$ cat src/rtl/seq_pkg.sv
// Shared types and constants for the R-type instruction sequencer.
package seq_pkg;

    typedef enum logic [1:0] {S_IDLE, S_DECODE, S_EXEC, S_WB} state_t;

    localparam logic [5:0] F_ADD  = 6'h20;
    localparam logic [5:0] F_SUB  = 6'h22;
    localparam logic [5:0] F_AND  = 6'h24;
    localparam logic [5:0] F_OR   = 6'h25;
    localparam logic [5:0] F_SLL  = 6'h00;
    localparam logic [5:0] F_SRL  = 6'h02;
    localparam logic [5:0] F_SRA  = 6'h03;
    localparam logic [5:0] F_SGT  = 6'h2B;
    localparam logic [5:0] F_SLT  = 6'h2A;
    localparam logic [5:0] F_SLLV = 6'h04;
    localparam logic [5:0] F_SRLV = 6'h06;
    localparam logic [5:0] F_SRAV = 6'h07;

    localparam logic [3:0] ALU_ADD = 4'd0;
    localparam logic [3:0] ALU_SUB = 4'd1;
    localparam logic [3:0] ALU_AND = 4'd2;
    localparam logic [3:0] ALU_OR  = 4'd3;
    localparam logic [3:0] ALU_SLL = 4'd4;
    localparam logic [3:0] ALU_SRL = 4'd5;
    localparam logic [3:0] ALU_SRA = 4'd6;
    localparam logic [3:0] ALU_SGT = 4'd7;
    localparam logic [3:0] ALU_SLT = 4'd8;

    localparam int OP_LSB = 26;
    localparam int RS_LSB = 21;
    localparam int RT_LSB = 16;
    localparam int RD_LSB = 11;
    localparam int SH_LSB = 6;

endpackage

$ cat src/rtl/instr_decode.sv
// Combinational funct decoder; VAR_SHIFT_EN adds the sllv/srlv/srav encodings.
module instr_decode
    import seq_pkg::*;
(
    input  logic [5:0] op,
    input  logic [5:0] funct,
    output logic [3:0] alu_op,
    output logic       legal,
    output logic       is_shift,
    output logic       is_var
);

    always_comb begin
        alu_op   = ALU_ADD;
        legal    = 1'b1;
        is_shift = 1'b0;
        is_var   = 1'b0;
        case (funct)
            F_ADD: alu_op = ALU_ADD;
            F_SUB: alu_op = ALU_SUB;
            F_AND: alu_op = ALU_AND;
            F_OR:  alu_op = ALU_OR;
            F_SGT: alu_op = ALU_SGT;
            F_SLT: alu_op = ALU_SLT;
            F_SLL: begin alu_op = ALU_SLL; is_shift = 1'b1; end
            F_SRL: begin alu_op = ALU_SRL; is_shift = 1'b1; end
            F_SRA: begin alu_op = ALU_SRA; is_shift = 1'b1; end
`ifdef VAR_SHIFT_EN
            F_SLLV: begin alu_op = ALU_SLL; is_shift = 1'b1; is_var = 1'b1; end
            F_SRLV: begin alu_op = ALU_SRL; is_shift = 1'b1; is_var = 1'b1; end
            F_SRAV: begin alu_op = ALU_SRA; is_shift = 1'b1; is_var = 1'b1; end
`endif
            default: legal = 1'b0;
        endcase
        if (op != 6'd0) legal = 1'b0;
    end

endmodule

$ cat src/rtl/instr_sequencer.sv
// Four-state R-type sequencer driving register-file addresses, ALU control and writeback.
// Optional VAR_SHIFT_EN: variable shifts take their count from RsData at the DECODE->EXEC edge.
module instr_sequencer
    import seq_pkg::*;
(
    input  logic        Clk,
    input  logic        Rst,
    input  logic        InstrValid,
    input  logic [31:0] Instr,
    output logic        InstrReady,
    input  logic [31:0] RsData,
    output logic [4:0]  RR1,
    output logic [4:0]  RR2,
    output logic [4:0]  WR,
    output logic        WE,
    output logic        MuxCtrl,
    output logic [3:0]  ALUOp,
    output logic [4:0]  ShiftCount,
    output logic        Busy,
    output logic        Done,
    output logic        IllegalInstr
);

    state_t     state;
    logic [4:0] rd_q;
    logic [3:0] alu_op;
    logic       legal, is_shift, is_var;

    logic [4:0] f_rs, f_rt, f_rd, f_sh;
    assign f_rs = Instr[RS_LSB +: 5];
    assign f_rt = Instr[RT_LSB +: 5];
    assign f_rd = Instr[RD_LSB +: 5];
    assign f_sh = Instr[SH_LSB +: 5];

    instr_decode u_dec (
        .op       (Instr[OP_LSB +: 6]),
        .funct    (Instr[5:0]),
        .alu_op   (alu_op),
        .legal    (legal),
        .is_shift (is_shift),
        .is_var   (is_var)
    );

`ifdef VAR_SHIFT_EN
    logic [4:0] rt_q;
    logic       is_var_q;
    logic       unused_bits;
    assign unused_bits = ^RsData[31:5];
`else
    logic       unused_bits;
    assign unused_bits = ^{RsData, is_var};
`endif

    always_ff @(posedge Clk) begin
        if (Rst) begin
            state        <= S_IDLE;
            InstrReady   <= 1'b1;
            RR1          <= '0;
            RR2          <= '0;
            WR           <= '0;
            ALUOp        <= '0;
            ShiftCount   <= '0;
            WE           <= 1'b0;
            MuxCtrl      <= 1'b0;
            Done         <= 1'b0;
            IllegalInstr <= 1'b0;
            Busy         <= 1'b0;
            rd_q         <= '0;
`ifdef VAR_SHIFT_EN
            rt_q         <= '0;
            is_var_q     <= 1'b0;
`endif
        end else begin
            WE           <= 1'b0;
            MuxCtrl      <= 1'b0;
            Done         <= 1'b0;
            IllegalInstr <= 1'b0;
            case (state)
                S_IDLE: if (InstrValid && InstrReady) begin
                    state      <= S_DECODE;
                    InstrReady <= 1'b0;
                    Busy       <= 1'b1;
                    rd_q       <= f_rd;
`ifdef VAR_SHIFT_EN
                    rt_q       <= f_rt;
                    is_var_q   <= is_var;
`endif
                    // Fixed shifts read rt on both ports; everything else reads rs/rt.
                    if (legal) begin
                        ALUOp      <= alu_op;
                        RR1        <= (is_shift && !is_var) ? f_rt : f_rs;
                        RR2        <= f_rt;
                        ShiftCount <= (is_shift && !is_var) ? f_sh : 5'd0;
                    end else begin
                        IllegalInstr <= 1'b1;
                        ALUOp        <= '0;
                        RR1          <= '0;
                        RR2          <= '0;
                        ShiftCount   <= '0;
                    end
                end
                S_DECODE: begin
                    if (IllegalInstr) begin
                        state      <= S_IDLE;
                        Busy       <= 1'b0;
                        InstrReady <= 1'b1;
                    end else begin
                        state <= S_EXEC;
`ifdef VAR_SHIFT_EN
                        if (is_var_q) begin
                            RR1        <= rt_q;
                            ShiftCount <= RsData[4:0];
                        end
`endif
                    end
                end
                S_EXEC: begin
                    state   <= S_WB;
                    WR      <= rd_q;
                    WE      <= (rd_q != 5'd0);
                    MuxCtrl <= 1'b1;
                    Done    <= 1'b1;
                end
                default: begin
                    state      <= S_IDLE;
                    WR         <= '0;
                    Busy       <= 1'b0;
                    InstrReady <= 1'b1;
                end
            endcase
        end
    end

endmodule

$ cat config.mk
export PLATFORM = sky130hd
export DESIGN_NAME = instr_sequencer
export DESIGN_NICKNAME = d
export VERILOG_FILES = /design/src/rtl/seq_pkg.sv /design/src/rtl/instr_decode.sv /design/src/rtl/instr_sequencer.sv
export SDC_FILE = /design/constraint.sdc
export NUM_CORES = 1
export LEC_CHECK = 0
export ABC_AREA = 1
export CAP_MARGIN = 20
export CORE_ASPECT_RATIO = 0.5
export CORE_UTILIZATION = 34
export DETAILED_ROUTE_END_ITERATION = 16
export HOLD_SLACK_MARGIN = 0.12
export MAX_ROUTING_LAYER = met4
export PLACE_DENSITY = 0.76
export REMOVE_ABC_BUFFERS = 1
export SYNTH_ARGS = -nofsm -noshare
export SYNTH_HDL_FRONTEND = slang
export SYNTH_SLANG_ARGS = --single-unit
$ cat constraint.sdc
create_clock -name Clk -period 1.3 [get_ports Clk]
set_input_delay 0.13 -clock Clk [delete_from_list [all_inputs] [get_ports Clk]]
set_output_delay 0.13 -clock Clk [all_outputs]
set_load 0.005 [all_outputs]
Yosys cells after proc, flatten, opt, wreduce, memory -nomap -nowiden

Cells that the tools add are included.

Flip-flop bits (word level): 36
Bits of input ports: 67
Output and inout bits: 30
Logic and storage cells: 61

Equality and inequality tests: 12
Muxes and demuxes: 22
Bitwise operators: 3
Reduce and logical (&&, ||, !) cells: 12

Operators by type and width:

| operator             | number |
|---|---|
| $eq A6 B6 Y1 const B | 6 |
| $pmux W4 S8          | 1 |
| $mux W5              | 5 |
| $eq A6 B2 Y1 const B | 2 |
| $pmux W5 S2          | 1 |
| $mux W1              | 9 |
| $reduce_or A9 Y1     | 1 |
| $logic_not A6 Y1     | 1 |
| $pmux W1 S3          | 2 |
| $pmux W2 S3          | 1 |
| $reduce_bool A6 Y1   | 1 |
| $reduce_or A3 Y1     | 2 |
| $reduce_bool A5 Y1   | 1 |
| $mux W2              | 2 |
| $mux W4              | 1 |
| $ne A2 B2 Y1 const B | 2 |
| $reduce_or A2 Y1     | 2 |
| $not A1 Y1           | 3 |
| $reduce_and A3 Y1    | 1 |
| $eq A2 B1 Y1 const B | 1 |
| $eq A2 B2 Y1 const B | 1 |
| $logic_not A2 Y1     | 1 |
| $reduce_and A2 Y1    | 1 |
| $logic_and A1 B1 Y1  | 1 |

Logic depth before layout (Yosys ltp)

Gate-level depths: netlist of run 1.

Depth after elaboration: 5
Depth in mapped cells: 9
Gate-level depth less buffers: 8

Modules after synthesis

Synthesis of run 1 repeated with hierarchy kept, for this count alone.

Cell total of the unflattened synthesis: 233
Area, all modules: 1594.0 µm²

By module, submodules not included:

| module          | times used | cells each | area an instance (µm²) | seq. area each (µm²) |
|---|---|---|---|---|
| instr_sequencer | 1          | 188        | 1381.3                 | 720.7 |
| instr_decode    | 1          | 45         | 212.7                  | 0.0 |

Worst setup path before layout of run 1

Ideal clock, no wire load.

Path kind: reg2reg
Start: register state[1]
End: register ShiftCount[0]
Library setup time: 70 ps
Arrival time: 1179 ps
Required time: 1230 ps
Slack: 51 ps
Cell stages (with the launch flop): 7
Path buffers: 0
Period minus slack after synthesis: 1249 ps
Cell sequence: dfxtp_1 > nor2_1 > nand3_1 > or2_4 > nor2_1 > nand3_1 > a21oi_1

Word-level cells in the longest chain between the ends: 2

RTL lines:

| what                               | line                   | text |
|---|---|---|
| start: declaration                 | instr_sequencer.sv:24  | `state_t state;` |
| start signal: assignment           | instr_sequencer.sv:56  | `state <= S_IDLE;` |
| start signal: assignment           | instr_sequencer.sv:80  | `state <= S_DECODE;` |
| start signal: assignment           | instr_sequencer.sv:104 | `state <= S_IDLE;` |
| $logic_not A2 Y1                   | instr_sequencer.sv:78  | `case (state)` |
| $reduce_and A2 Y1 (no source line) | -                      |  |
| end signal: assignment             | instr_sequencer.sv:93  | `ShiftCount <= (is_shift && !is_var) ? f_sh : 5'd0;` |
| end: declaration                   | instr_sequencer.sv:18  | `output logic [4:0] ShiftCount,` |

No other way between the ends.
A chain may end at the register's enable or synchronous reset.

Worst setup path after layout of run 1

Start: register state[0]
End: register ShiftCount[2]

Same word-level chain as after synthesis.

==> results by group, run 1 <==
STA
  • Worst-Margin Slew: 278 ps
  • Tmin final: 1280 ps
  • Final period util: 98.3%
  • Setup Skew: 4.74 ps
  • Fin. Hold Viols: 0
  • Slew Limit Headroom: 81.5%
  • Max Clock Freq: 0.783 GHz
  • Final setup vio count: 0
  • Setup ws final: 22.5 ps
  • RSZ-0062 raised after global routing: true
  • Slew Viols, Final: 0

Job
  • Max-Cap Viols: 0

Synthesis
  • Post-synthesis async set-or-reset flop share: 0%
  • Mapped Cells: 223
  • Synth area leaders: dfxtp_1 (44%), a21oi_1 (10%), nand3_1 (7.6%)
  • Top cell type's share of synthesized area: 43.6%
  • Main synth FF type: dfxtp_1
  • Commonest cells in the netlist: dfxtp_1 (36), a21oi_1 (33), nand2_1 (28), nor2_1 (26), nand3_1 (25)
  • Mapped Avg Cell Area: 7.41 um2
  • Post-synth top area cell: dfxtp_1
  • Yosys cell types: 20
  • Syn. warnings: 0
  • Post-synth EDFFs: 0
  • Mapped Area: 1650 um2
  • Post-synthesis sequential area ratio: 43.6%
  • Top-count cell post-synth: dfxtp_1
  • Yosys reg bits: 36

CTS
  • Maximum root-to-sink buffer count: 2
  • CTS clk-pin slew, worst paths: 70 ps
  • Clock Root Buffer: clkbuf_8
  • Post-CTS Hold Fix Bufs: 0
  • Worst-skew pair later-pin latency: 280 ps
  • H-tree Lvls: 2
  • Num CTS Buffers: 5
  • Total clock sinks: 36
  • CTS tree: done

Route
  • Routed wire length: 4600 um
  • Mean routed wirelength per cell: 12.3 um
  • Starting DRC count in detailed routing: 81
  • Detailed Routing Iterations Pass 1: 4
  • # DRC: 0
  • Routed Antenna Nets: 0
  • Via count: 1,790
  • Vias per inst: 4.77

Layout
  • FILL cells: 390
  • Diode count: 0
  • Fin cells: 375
  • Final #Nets: 375
  • Layout cells sized above 1: 22.3%
  • Core Util, Final: 60.1%
  • Area grow syn2layout: 64.9%

Setup path
  • CP max FO: 5
  • Critical path type: reg2reg
  • Critical path capture point type: flop
  • Startpoint Class: flop
  • CP Data Arrival Time: 1490 ps
  • CP required: 1510 ps

Die
  • # IOs: 97
  • Die area: 5160 um2
  • Core Rows: 17
  • Initial core utilization: 36.5%
  • Die extent in x: 101 um
  • Placeable Area: 4530 um2
  • Die span in y: 51.3 um

GRT
  • GR Overflow Total: 0
  • Largest net degree at the start of global routing: 24
  • First-pass GRT wire length: 7220 um
  • All-Layer GR Usage: 18.5%
  • Vias in the first global route: 1,702
  • Initial antenna violation count: 0

Placed design
  • Placed insts: 364
  • Pre-CTS WS: -404 ps
  • Hpwl dp: 3210 um
  • Placer Congestion: 0.805
  • Buffers added on ports: 64

Status
  • Run status: complete, no violations

Min path
  • Min-Delay Path Class: in2reg

Power and ir drop
  • P_leak: 1.13 nW
  • Maximum VDD drop: 0.538 mV
  • PwrDens: 1310 nW/um2
-- flip-flops by register name, indices dropped and copies added (netlist names), 2 cells and up --
signal      cells
WR              5
state           2
RR2             5
rd_q            5
ShiftCount      5
RR1             5
ALUOp           4
-- logic make-up after synthesis --
kind of cell / share of synthesized area, %
flip-flops: 43.6
AO/OA/AOI/OAI: 15.6
buffers and inverters: 9.70
AND/OR/NAND/NOR: 31.1
-- final cells by class --
cell class / count / area [um2] / area share [%]
Tap cell: 66 / 82.6 / 3.03
Sequential cell: 36 / 723 / 26.6
Inverter: 24 / 93.8 / 3.45
Clock inverter: 2 / 35.0 / 1.29
Timing Repair Buffer: 89 / 860 / 31.6
Timing Repair inverter: 1 / 7.51 / 0.276
Multi-Input combinational cell: 151 / 850 / 31.2
Clock buffer: 6 / 72.6 / 2.66
-- worst paths after layout --
check	from	endpoint	slack [ps]	depth (start not counted)
worst max-delay path	state[0]	ShiftCount[2]	20	6
worst min-delay path	Instr[20]	RR2[4]	450	3
worst max register to register	state[0]	ShiftCount[2]	20	6
worst min register to register	rd_q[4]	rd_q[4]	460	2
-- metal layers --
| layer | vias up | share of wire [%] | wire length, um | GRT usage (%) |
|---|---|---|---|---|
| met2 | 48 | 54 | 2490 | 34.6 |
| met5 | - | 0 | 0 | - |
| met4 | 0 | 0.17 | 8 | 5.07 |
| met3 | 2 | 3.8 | 174 | 4.38 |
| li1 | 903 | - | - | - |
| met1 | 837 | 42 | 1930 | 20.1 |
-- worst max-delay path: stages, from the launching register on --
cell	delay (ps)
dfxtp_2	340
nor2_4	130
nand3_4	120
or2_4	270
nor2_1	120
nand3_1	100
a21oi_2	130
-- power breakdown --
group,switching [mW],internal [mW]
Combinational,0.606,0.603
Clock,0.386,0.569
Sequential,0.111,1.31
Total,1.10,2.48
-- cell usage in the layout, fill, tap and decap left out --
cell	count
dfxtp_1	34
clkinv_2	1
nand3_4	2
o21a_1	1
nand3_2	10
dlygate4sd2_1	7
buf_4	20
dfxtp_2	2
buf_6	4
nand2_1	26
nor2_1	21
clkbuf_8	5
dlymetal6s2s_1	5
nor2_2	3
or2_4	1
nand4_1	6
inv_2	2
nor3_2	1
a21oi_2	5
buf_12	1
clkinvlp_4	2
nand2_2	4
bufinv_16	1
a21oi_1	28
clkbuf_1	1
o21ai_0	15
nand3_1	21
clkdlybuf4s50_1	52
nor2_4	5
o21ai_1	2
inv_1	21
-- per-stage QoR --
stage                     hold slack [ps]  TNS, ps  power, mW  area [um2]
after global placement                451    -6520       2.49        2490
after global routing                  461    -53.3       3.78        2720
after CTS                             450        0       3.50        2660
after detailed placement              452    -7800       2.52        2490
final                                 453        0       3.58        2720
after floorplan                       199   -14790       1.87        1580
-- timing repair --
action / CTS / global route
resized for setup: 23 / 20
pin swaps: 6 / 3
cloned: 0 / 1
endpoints found under the setup margin: 23 / 28
buffers inserted: 2 / 0
Note: power is estimated with default switching activity, not from simulation.
==> inputs of run 2 (changes only) <==
- CORE_UTILIZATION: 34 -> 35
- CTS_BUF_LIST: default -> sky130_fd_sc_hd__clkbuf_8
- PLACE_DENSITY: 0.76 -> 0.78
==> run 2 against run 1 <==
- routed wire length down 8.1%
- die area fell by 2.8%
- register-to-register slack improved by 50 ps
- sequential cell count unchanged
- utilization shrank 0.49 points
- via count down 1.7%
- sequential power about the same
- combinational power is 5% lower
- maximum frequency grew 0.80%
- largest cell class unchanged
==> results by group, run 2 (synthesis results as in run 1) <==
Setup path
  • Crit path max-delay family: buffers and inverters
  • CP required: 1170 ps
  • Worst-case reg-to-reg path depth: 6
  • CP max stage delay: 520 ps
  • WP buf/inv: 1
  • FF-to-FF setup slack: 70 ps
  • Critical path type: reg2out
  • Slowest-stage cell, CP: clkdlybuf4s50_1
  • Startpoint Class: flop
  • Crit path cell chain: clkdlybuf4s50_1
  • CP max FO: 2
  • Reg-to-reg endpoint: ShiftCount[2]
  • Critical path capture point type: primary output
  • Reg-to-Reg Start: state[1]
  • CP Data Arrival Time: 1140 ps

Die
  • # IOs: 97
  • Die area: 5010 um2
  • Core Rows: 17
  • Placeable Area: 4470 um2
  • Die span in y: 50.6 um
  • Initial core utilization: 37.0%
  • Die extent in x: 99.1 um

STA
  • RSZ-0062 raised after global routing: true
  • Tmin final: 1270 ps
  • Final period util: 97.5%
  • Slew Limit Headroom: 83.8%
  • Fin. Hold Viols: 0
  • Setup Skew: 5.24 ps
  • Slew Viols, Final: 0
  • Worst-Margin Slew: 243 ps
  • Final setup vio count: 0
  • Max Clock Freq: 0.789 GHz

Route
  • # DRC: 0
  • Vias per inst: 4.88
  • Routed wire length: 4230 um
  • Starting DRC count in detailed routing: 83
  • Routed Antenna Nets: 0
  • Detailed Routing Iterations Pass 1: 4
  • Via count: 1,760
  • Mean routed wirelength per cell: 11.7 um

CTS
  • CTS clk-pin slew, worst paths: 70 ps
  • Clock Root Buffer: clkbuf_8
  • Num CTS Buffers: 5
  • Maximum root-to-sink buffer count: 2
  • CTS tree: done
  • Total clock sinks: 36
  • Worst-skew pair later-pin latency: 290 ps
  • H-tree Lvls: 2

Placed design
  • Placed insts: 352
  • Post-place instance area: 2490 um2
  • Hpwl dp: 3200 um
  • Buffers added on ports: 64
  • Placer Congestion: 0.765

GRT
  • Initial antenna violation count: 0
  • Largest net degree at the start of global routing: 24
  • Vias in the first global route: 1,633
  • First-pass GRT wire length: 6870 um
  • GR Overflow Total: 0
  • All-Layer GR Usage: 18.0%

Layout
  • Area grow syn2layout: 61.3%
  • Fin cells: 361
  • Most frequent cells in the layout: clkdlybuf4s50_1 (54), dfxtp_1 (30), a21oi_1 (29)
  • Final #Nets: 370
  • FILL cells: 413
  • Sequential cell area: 728 um2
  • Diode count: 0
  • Commonest non-fill, non-tap cell in the layout: clkdlybuf4s50_1
  • Multi-input gate area: 821 um2
  • Layout cells sized above 1: 20.7%
  • Final Instance Area: 2660 um2

Power and ir drop
  • P_leak: 1.10 nW
  • PwrDens: 1340 nW/um2
  • Maximum VDD drop: 0.493 mV
  • Total Power: 3.56 mW

Min path
  • WHS Path Cells: 6
  • Min-Delay Path Class: in2reg
  • Hold path endpoint: ALUOp[2]
  • HP Start: Instr[4]

Status
  • Run status: complete, no violations

Job
  • Max-Cap Viols: 0
[run 2: cell types whose count changed in the layout (fill, tap and decap cells not counted), moves of 2 or more]
| cell | delta |
|---|---|
| buf_12 | +2 |
| buf_4 | -2 |
| buf_6 | -4 |
| clkdlybuf4s50_1 | +2 |
| dfxtp_1 | -4 |
| dfxtp_2 | +4 |
| dlygate4sd2_1 | -2 |
| nand2_1 | +2 |
| nand2_2 | -2 |
| nand3_1 | +3 |
| nand3_2 | -2 |
[run 2: layout make-up]
| type | instances | share of cell area [%] |
|---|---|---|
| sequential | 36 | 27.3 |
| multi-input combinational | 151 | 30.8 |
| tap | 57 | 2.68 |
| inverter | 24 | 3.38 |
| timing repair buffer | 85 | 31.6 |
| clock inverter | 3 | 1.60 |
| clock buffer | 5 | 2.58 |
[run 2: routing by layer]
layer / vias up / GRT usage, % / part of all wire (%)
li1: 898 / - / -
met1: 815 / 19.2 / 42
met2: 38 / 32.9 / 53
met3: 9 / 4.18 / 3.2
met4: 0 / 7.60 / 1.6
met5: - / - / 0
[run 2: repair_timing]
action / 4_1_cts / 5_1_grt
setup endpoints to repair: 20 / 27
endpoints found under the hold margin: 0 / 0
buffers inserted: 1 / 0
gates resized for setup: 11 / 21
pin swaps: 1 / 3
hold buffers: 0 / 0
[run 2: stage by stage]
| step | TNS [ps] | utilization (%) | worst slack [ps] | hold WS [ps] |
|---|---|---|---|---|
| 2_1_floorplan | -14790 | - | -645 | 199 |
| 3_3_place_gp | -5870 | 55.7 | -298 | 448 |
| 3_5_place_dp | -7180 | 55.7 | -377 | 452 |
| 4_1_cts | 0 | 58.6 | 0.470 | 450 |
| 5_1_grt | -57.5 | 59.6 | -18.6 | 467 |
| 6_report | 0 | 59.6 | 32.7 | 440 |
[run 2: worst max-delay path by stage]
| stage | startpoint | cells after the start | slack [ps] | endpoint |
|---|---|---|---|---|
| 2_1_floorplan | Instr[28] | 5 | -650 | RR2[3] |
| 3_3_place_gp | Instr[5] | 10 | -300 | RR1[3] |
| 3_5_place_dp | Instr[3] | 10 | -380 | ALUOp[3] |
| 4_1_cts | ALUOp[1] | 1 | 0.5 | ALUOp[1] |
| 5_1_grt | state[1] | 6 | -20 | ShiftCount[3] |
| 6_report | ALUOp[0] | 1 | 30 | ALUOp[0] |
[run 2: report_power, final]
group | internal (mW) | total [mW] | switching, mW | leakage (nW)
registers | 1.31 | 1.41 | 0.0999 | 0.295
logic | 0.600 | 1.15 | 0.554 | 0.751
clock network | 0.568 | 0.990 | 0.423 | 0.0541
